File: src/rtl/hamming_pkg.sv
// Shared SEC-DED Hamming helpers for protected registers.
//   hamming_p(width)              : number of Hamming check bits P for a data width
//   hamming_encode(data, width)   : P Hamming bits plus overall parity in bit P
//   hamming_decode(data, par, w)  : syndrome, single/double flags and corrected data
// Data and parity travel zero-extended to MAX_W / PW bits so one set of functions
// serves every width from 4 to 64.
package hamming_pkg;

  localparam int MAX_W = 64;
  localparam int MAX_P = 7;
  localparam int PW    = MAX_P + 1;
  localparam int MAX_N = MAX_W + MAX_P;

  typedef enum logic {
    NORMAL = 1'b0,
    FAULT  = 1'b1
  } hc_state_e;

  typedef struct packed {
    logic [MAX_W-1:0] data;
    logic [MAX_P-1:0] syndrome;
    logic             single_err;
    logic             double_err;
  } hc_dec_t;

  // Smallest p with 2^p >= width + p + 1 (scanned downwards so the last hit wins).
  function automatic int hamming_p(input int width);
    int p;
    p = MAX_P;
    for (int i = MAX_P; i >= 0; i--) begin
      if ((1 << i) >= width + i + 1) p = i;
    end
    return p;
  endfunction

  // Codeword positions 1..width+p; powers of two hold check bits, the rest
  // hold data LSB first. Each data bit toggles the check bits named by the
  // binary digits of its position.
  function automatic logic [PW-1:0] hamming_encode(input logic [MAX_W-1:0] data,
                                                   input int width);
    logic [PW-1:0] par;
    logic          ovr;
    int            p;
    int            di;
    p   = hamming_p(width);
    par = '0;
    ovr = 1'b0;
    di  = 0;
    for (int pos = 1; pos <= MAX_N; pos++) begin
      if (pos <= width + p && (pos & (pos - 1)) != 0) begin
        if (data[di[5:0]]) par[MAX_P-1:0] ^= pos[MAX_P-1:0];
        ovr ^= data[di[5:0]];
        di++;
      end
    end
    ovr ^= ^par[MAX_P-1:0];
    par[p[2:0]] = ovr;
    return par;
  endfunction

  function automatic hc_dec_t hamming_decode(input logic [MAX_W-1:0] data,
                                             input logic [PW-1:0]    parity,
                                             input int               width);
    hc_dec_t       r;
    logic [PW-1:0] rec;
    logic          ovr;
    int            p;
    int            di;
    p   = hamming_p(width);
    rec = hamming_encode(data, width);
    r.syndrome = '0;
    for (int j = 0; j < MAX_P; j++) begin
      if (j < p) r.syndrome[j] = rec[j] ^ parity[j];
    end
    // Overall parity across every stored bit; a clean codeword XORs to zero.
    ovr          = (^data) ^ (^parity);
    r.single_err = ovr;
    r.double_err = !ovr && (r.syndrome != '0);
    r.data       = data;
    di           = 0;
    // Only data positions need flipping; a syndrome pointing at a check bit
    // (or zero, the overall bit) leaves the data as stored.
    for (int pos = 1; pos <= MAX_N; pos++) begin
      if (pos <= width + p && (pos & (pos - 1)) != 0) begin
        if (ovr && int'(r.syndrome) == pos) r.data[di[5:0]] = ~data[di[5:0]];
        di++;
      end
    end
    return r;
  endfunction

endpackage

File: src/rtl/hamming_secded_dec.sv
// Combinational SEC-DED decoder/corrector, reusable by any protected register.
//   raw_data   : stored data word (WIDTH)
//   raw_parity : stored Hamming bits [P-1:0] and overall parity [P]
//   fixed_data : data with any single-bit data error flipped back
//   syndrome   : recomputed ^ stored Hamming bits
//   single_err : overall parity mismatch (one bit upset, correctable)
//   double_err : nonzero syndrome with matching overall parity (uncorrectable)
module hamming_secded_dec
  import hamming_pkg::*;
#(
  parameter  int WIDTH = 16,
  localparam int P     = hamming_p(WIDTH)
) (
  input  logic [WIDTH-1:0] raw_data,
  input  logic [P:0]       raw_parity,
  output logic [WIDTH-1:0] fixed_data,
  output logic [P-1:0]     syndrome,
  output logic             single_err,
  output logic             double_err
);

  hc_dec_t res;
  // The decode struct is sized for the widest word; the padding bits are
  // folded here so that only the slices this width needs reach the ports.
  logic    unused_res;

  always_comb begin
    res        = hamming_decode(MAX_W'(raw_data), PW'(raw_parity), WIDTH);
    fixed_data = res.data[WIDTH-1:0];
    syndrome   = res.syndrome[P-1:0];
    single_err = res.single_err;
    double_err = res.double_err;
    unused_res = ^res;
  end

endmodule

File: src/rtl/hamming_secded_counter.sv
// Up/down counter held in SEC-DED protected storage (count_reg + parity_stored).
// The stored word is decoded every cycle; single-bit upsets are corrected on
// the fly, scrubbed back at the next edge and counted; double-bit upsets freeze
// the counter until load or reset.
//   clk           : rising-edge clock
//   reset         : asynchronous active-high, clears all state
//   enable        : count one step per cycle
//   up_down       : 1 = increment, 0 = decrement
//   load          : synchronous load of load_value, highest priority after reset
//   load_value    : value written on load
//   counter       : decoded word (raw count_reg while frozen), combinational
//   corrected     : one-cycle pulse after an edge that scrubbed a single error
//   uncorrectable : sticky double-error flag
//   err_count     : saturating count of corrected errors
module hamming_secded_counter
  import hamming_pkg::*;
#(
  parameter  int WIDTH     = 16,
  parameter  int ERR_CNT_W = 8,
  localparam int P         = hamming_p(WIDTH)
) (
  input  logic                 clk,
  input  logic                 reset,
  input  logic                 enable,
  input  logic                 up_down,
  input  logic                 load,
  input  logic [WIDTH-1:0]     load_value,
  output logic [WIDTH-1:0]     counter,
  output logic                 corrected,
  output logic                 uncorrectable,
  output logic [ERR_CNT_W-1:0] err_count
);

  logic [WIDTH-1:0] count_reg;
  logic [P:0]       parity_stored;
  hc_state_e        state;

  logic [WIDTH-1:0] fixed_data;
  logic [P-1:0]     dec_syndrome;
  logic             single_err;
  logic             double_err;

  logic [WIDTH-1:0] step_data;
  logic [WIDTH-1:0] write_data;
  logic [PW-1:0]    enc_full;
  logic [P:0]       write_parity;
  logic             unused_dec;

  function automatic logic [ERR_CNT_W-1:0] sat_inc(input logic [ERR_CNT_W-1:0] v);
    return (&v) ? v : v + ERR_CNT_W'(1);
  endfunction

  hamming_secded_dec #(
    .WIDTH(WIDTH)
  ) u_dec (
    .raw_data   (count_reg),
    .raw_parity (parity_stored),
    .fixed_data (fixed_data),
    .syndrome   (dec_syndrome),
    .single_err (single_err),
    .double_err (double_err)
  );

  // Every write re-encodes from the corrected word, so stepping and loading
  // both scrub a pending single error for free.
  always_comb begin
    step_data = up_down ? fixed_data + WIDTH'(1) : fixed_data - WIDTH'(1);
    if (load) begin
      write_data = load_value;
    end else if (enable) begin
      write_data = step_data;
    end else begin
      write_data = fixed_data;
    end
    enc_full     = hamming_encode(MAX_W'(write_data), WIDTH);
    write_parity = enc_full[P:0];
    unused_dec   = ^{dec_syndrome, enc_full};
  end

  // A frozen counter shows the raw word: the decoder cannot be trusted there.
  assign counter = (state == FAULT) ? count_reg : fixed_data;

  always_ff @(posedge clk or posedge reset) begin
    if (reset) begin
      count_reg     <= '0;
      parity_stored <= '0;
      state         <= NORMAL;
      corrected     <= 1'b0;
      uncorrectable <= 1'b0;
      err_count     <= '0;
    end else begin
      corrected <= 1'b0;
      if (load) begin
        count_reg     <= write_data;
        parity_stored <= write_parity;
        uncorrectable <= 1'b0;
        state         <= NORMAL;
      end else if (state == FAULT) begin
        // storage frozen until load or reset
      end else if (double_err) begin
        state         <= FAULT;
        uncorrectable <= 1'b1;
      end else if (enable || single_err) begin
        count_reg     <= write_data;
        parity_stored <= write_parity;
        if (single_err) begin
          corrected <= 1'b1;
          err_count <= sat_inc(err_count);
        end
      end
    end
  end

endmodule

File: config.mk
export PLATFORM = sky130hd
export DESIGN_NAME = hamming_secded_counter
export DESIGN_NICKNAME = d
export VERILOG_FILES = /design/src/rtl/hamming_pkg.sv /design/src/rtl/hamming_secded_dec.sv /design/src/rtl/hamming_secded_counter.sv
export SDC_FILE = /design/constraint.sdc
export NUM_CORES = 1
export LEC_CHECK = 0
export ABC_AREA = 1
export CAP_MARGIN = 0
export CORE_MARGIN = 4
export CORE_UTILIZATION = 40
export CTS_BUF_LIST = sky130_fd_sc_hd__clkbuf_2
export DETAILED_ROUTE_END_ITERATION = 16
export GPL_TIMING_DRIVEN = 0
export PLACE_DENSITY = 0.66
export RECOVER_POWER = 50
export SETUP_SLACK_MARGIN = 0.3
export SLEW_MARGIN = 25
export SYNTH_ARGS = -nofsm -noshare
export SYNTH_HDL_FRONTEND = slang
export SYNTH_SLANG_ARGS = --single-unit
File: constraint.sdc
create_clock -name clk -period 5.2 [get_ports clk]
set_clock_uncertainty 0.2 [all_clocks]
set_input_delay 1.04 -clock clk [delete_from_list [all_inputs] [get_ports clk]]
set_output_delay 1.04 -clock clk [all_outputs]
set_load 0.02 [all_outputs]
==> load_flow_metrics.sql <==
INSERT INTO impl_metrics (metric_group, metric, value, unit) VALUES
('run_status', 'status', 'completed', ''),
('critical_path', 'critPathCaptureType', 'flip-flop', ''),
('clocking', 'ctsHtreeMaxLevel', '2', ''),
('drt', 'initialDrtViolationCount', '450', ''),
('clocking', 'cts.reportedPaths.clkPinSlew', '0.24', 'ns'),
('synth', 'yosysSeqAreaShare', '17.21', '%'),
('drt', 'route.final.wire_length', '16940', 'um'),
('cells_and_area', 'antenna_cells', '0', ''),
('clocking', 'tritoncts_num_sinks', '33', ''),
('timing', 'max_slew.worst_pin.slew', '1.361', 'ns'),
('floorplan', 'initial_core_util', '41.49', '%'),
('critical_path', 'timing.critical_path.mode_cell', 'sky130_fd_sc_hd__nand2_1', ''),
('place', 'post_detail_place_hpwl', '11820', 'um'),
('synth', 'post_synthesis_cell_type_with_the_largest_combined_area', 'sky130_fd_sc_hd__nand2_1', ''),
('synth', 'ys_ff_latch', '33', ''),
('synth', 'ys_types', '43', ''),
('drt', 'route.detailed.wl_per_inst', '15.45', 'um'),
('drt', 'ant_nets', '0', ''),
('drt', 'drt_pass1_iterations', '6', ''),
('place', 'numPortBuffers', '45', ''),
('run', 'timing.max_cap.violations', '0', ''),
('drt', 'drt-vias-per-instance', '5.293', ''),
('cells_and_area', 'layout-drive-gt1-share', '35.05', '%'),
('critical_path', 'worstPathRequired', '5.31', 'ns'),
('clocking', 'clock_tree_root_driver_cell', 'sky130_fd_sc_hd__clkbuf_2', ''),
('synth', 'post_synthesis_cell_area', '0.004798', 'mm^2'),
('clocking', 'cts_tree', 'yes', ''),
('clocking', 'worstSkewPairLatency', '0.44', 'ns'),
('synth', 'syn-mean-instance-area', '5.747', 'um^2'),
('timing', 'setup_tns_final', '0', 'ns'),
('critical_path', 'slowest_stage_cell_crit_path', 'sky130_fd_sc_hd__dfrtp_1', ''),
('floorplan', 'ios', '47', ''),
('critical_path', 'worstSetupPathType', 'reg2reg', ''),
('grt', 'grtUsageTotal', '21.40', '%'),
('floorplan', 'die_h', '117.5', 'um'),
('timing', 'slew_headroom', '9.156', '%'),
('timing', 'final_min_period_over_clock_period', '95.79', '%'),
('synth', 'synth-edff-count', '0', ''),
('timing', 'hold_ws', '0.3234', 'ns'),
('grt', 'grt_first_pass_wirelength', '24340', 'um'),
('place', 'globalplace.congestion', '0.9229', ''),
('critical_path', 'launching_element_type_of_the_critical_path', 'flip-flop', ''),
('grt', 'via_count_of_the_first_global_routing_pass', '4916', ''),
('timing', 'drv_slew', '0', ''),
('timing', 'finalSetupViolCount', '0', ''),
('clocking', 'clock_tree.buffer_depth', '2', ''),
('clocking', 'cts_hold_repair.buffers', '0', ''),
('synth', 'synth_cells', '835', ''),
('cells_and_area', 'final_net_count', '990', ''),
('floorplan', 'die_area', '0.01381', 'mm^2'),
('grt', 'grt_max_degree', '34', ''),
('timing', 'setup_repair_after_global_routing_missed_its_margin', 'yes', ''),
('critical_path', 'cpPeakStageDelay', '0.43', 'ns'),
('synth', 'postSynthNetCount', '872', ''),
('cells_and_area', 'final_standard_cell_count_with_taps_included_and_fillers_excluded', '1096', ''),
('synth', 'yosys.cell_count.top_type', 'sky130_fd_sc_hd__nand2_1', ''),
('cells_and_area', 'area_growth_syn_to_layout', '42.69', '%'),
('drt', 'num_vias', '5801', ''),
('clocking', 'cts-buffers-inserted', '5', ''),
('grt', 'initial_antenna_violation_count', '0', ''),
('synth', 'synth_area_leaders', 'sky130_fd_sc_hd__nand2_1 (26%), sky130_fd_sc_hd__dfrtp_1 (17%), sky130_fd_sc_hd__nand3_1 (9.9%)', ''),
('floorplan', 'dieWidth', '117.5', 'um'),
('floorplan', 'placementRows', '39', ''),
('timing', 'final-hold-violation-count', '0', ''),
('critical_path', 'cp_max_fo', '6', ''),
('drt', 'drc', '0', ''),
('min_path', 'hold_path.class', 'reg2reg', ''),
('synth', 'synth.cells.most_frequent', 'sky130_fd_sc_hd__nand2_1 (337), sky130_fd_sc_hd__nand3_1 (95), sky130_fd_sc_hd__inv_1 (90)', ''),
('synth', 'yosys_warnings', '0', ''),
('synth', 'postSynth.asyncResetShare', '100.0', '%'),
('critical_path', 'worstPathArrival', '5.09', 'ns'),
('timing', 'maxClockFrequency', '200.8', 'MHz'),
('grt', 'grt-ovfl-total', '0', ''),
('place', 'dp_cells', '1023', ''),
('cells_and_area', 'largest_register_ff_count', '16', ''),
('floorplan', 'design.core.area', '0.01156', 'mm^2'),
('timing', 'post-route-min-period', '4.981', 'ns'),
('synth', 'post-synth-top-area-fraction', '26.36', '%'),
('synth', 'synthFlopType', 'sky130_fd_sc_hd__dfrtp_1', '');
-- per-layer routing --
layer	track usage, %	vias up	share of wire, %
met3	2.739	38	6.0
li1	-	2864	-
met2	34.83	205	48
met5	0	-	0
met4	5.275	0	2.6
met1	30.18	2694	44
-- layout make-up --
cell class / count / area, um^2
clock buffers: 5 / 25.02
multi-input cells: 674 / 4248
repair buffers: 111 / 964.7
inverters: 108 / 440.4
plain buffers: 20 / 141.4
well taps: 143 / 178.9
flip-flops and latches: 33 / 837.1
clock inverters: 2 / 11.26
fillers: 1077 / 4718
-- cell usage in the layout, fill, tap and decap left out, drive strengths merged --
| master | Yosys | final |
|---|---|---|
| nor4 | 1 | 1 |
| o211ai | 3 | 3 |
| clkinvlp | 0 | 1 |
| inv | 106 | 106 |
| ha | 15 | 15 |
| o21ai | 55 | 55 |
| or2 | 3 | 3 |
| a21oi | 17 | 17 |
| nor2 | 38 | 38 |
| o21a | 1 | 1 |
| dlygate4sd3 | 0 | 5 |
| clkinv | 2 | 3 |
| o21bai | 2 | 2 |
| clkdlybuf4s50 | 0 | 38 |
| xor2 | 34 | 34 |
| a21boi | 1 | 1 |
| nand3 | 107 | 107 |
| fa | 1 | 1 |
| nor3 | 5 | 5 |
| nand4 | 4 | 4 |
| dfrtp | 33 | 33 |
| clkbuf | 8 | 13 |
| xnor2 | 9 | 9 |
| mux2 | 1 | 1 |
| nand3b | 2 | 2 |
| dlymetal6s2s | 0 | 2 |
| buf | 12 | 78 |
| nand2 | 374 | 374 |
| o211a | 1 | 1 |
-- cell families after synthesis --
logic type	after synthesis	synth area share, %
buffers and inverters	128	10.87
XOR/XNOR	43	8.397
flip-flops	33	17.21
AO/OA/AOI/OAI	80	9.283
multiplexers	1	0.2347
AND/OR/NAND/NOR	534	49.67
adder cells (fa/ha/maj)	16	4.329
-- worst paths after layout --
check                                  start                to  slack (ns)  depth (start not counted)
worst max register to register  count_reg[4]  parity_stored[5]        0.22                         39
min in group asynchronous              reset      count_reg[8]        1.20                          2
worst min-delay path            err_count[7]      err_count[7]        0.32                          1
worst min register to register  err_count[7]      err_count[7]        0.32                          1
worst max-delay path            count_reg[4]  parity_stored[5]        0.22                         39
max in group asynchronous              reset      count_reg[9]        2.67                          2
-- what timing repair did --
action / 4_1_cts / 5_1_grt
cloned: 0 / 1
endpoints found under the setup margin: 5 / 14
setup buffers: 20 / 45
gates resized for setup: 46 / 202
pin swaps: 14 / 97
-- stage by stage --
stage          cell area [um^2]  setup WS [ns]  utilization (%)
6_report                   6847         0.2187            59.20
5_1_grt                    6847       -0.03784            59.20
4_1_cts                    5807         0.3044            50.21
3_5_place_dp               5428        -0.1437            46.93
3_3_place_gp               5428        -0.1077            46.93
2_1_floorplan              4798         0.7672                -
-- worst max-delay path, delay by kind of cell, from the launching register on --
kind | cells | cell delay, ns
AND/OR/NAND/NOR | 22 | 1.94
XOR/XNOR | 4 | 0.78
buffers and inverters | 8 | 0.68
AO/OA/AOI/OAI | 4 | 0.46
flip-flops | 1 | 0.43
adder cells (fa/ha/maj) | 1 | 0.36
Power is left out: the tool's default activity adds up to more than one toggle a clock period on the data nets, which glitch-free logic cannot reach.
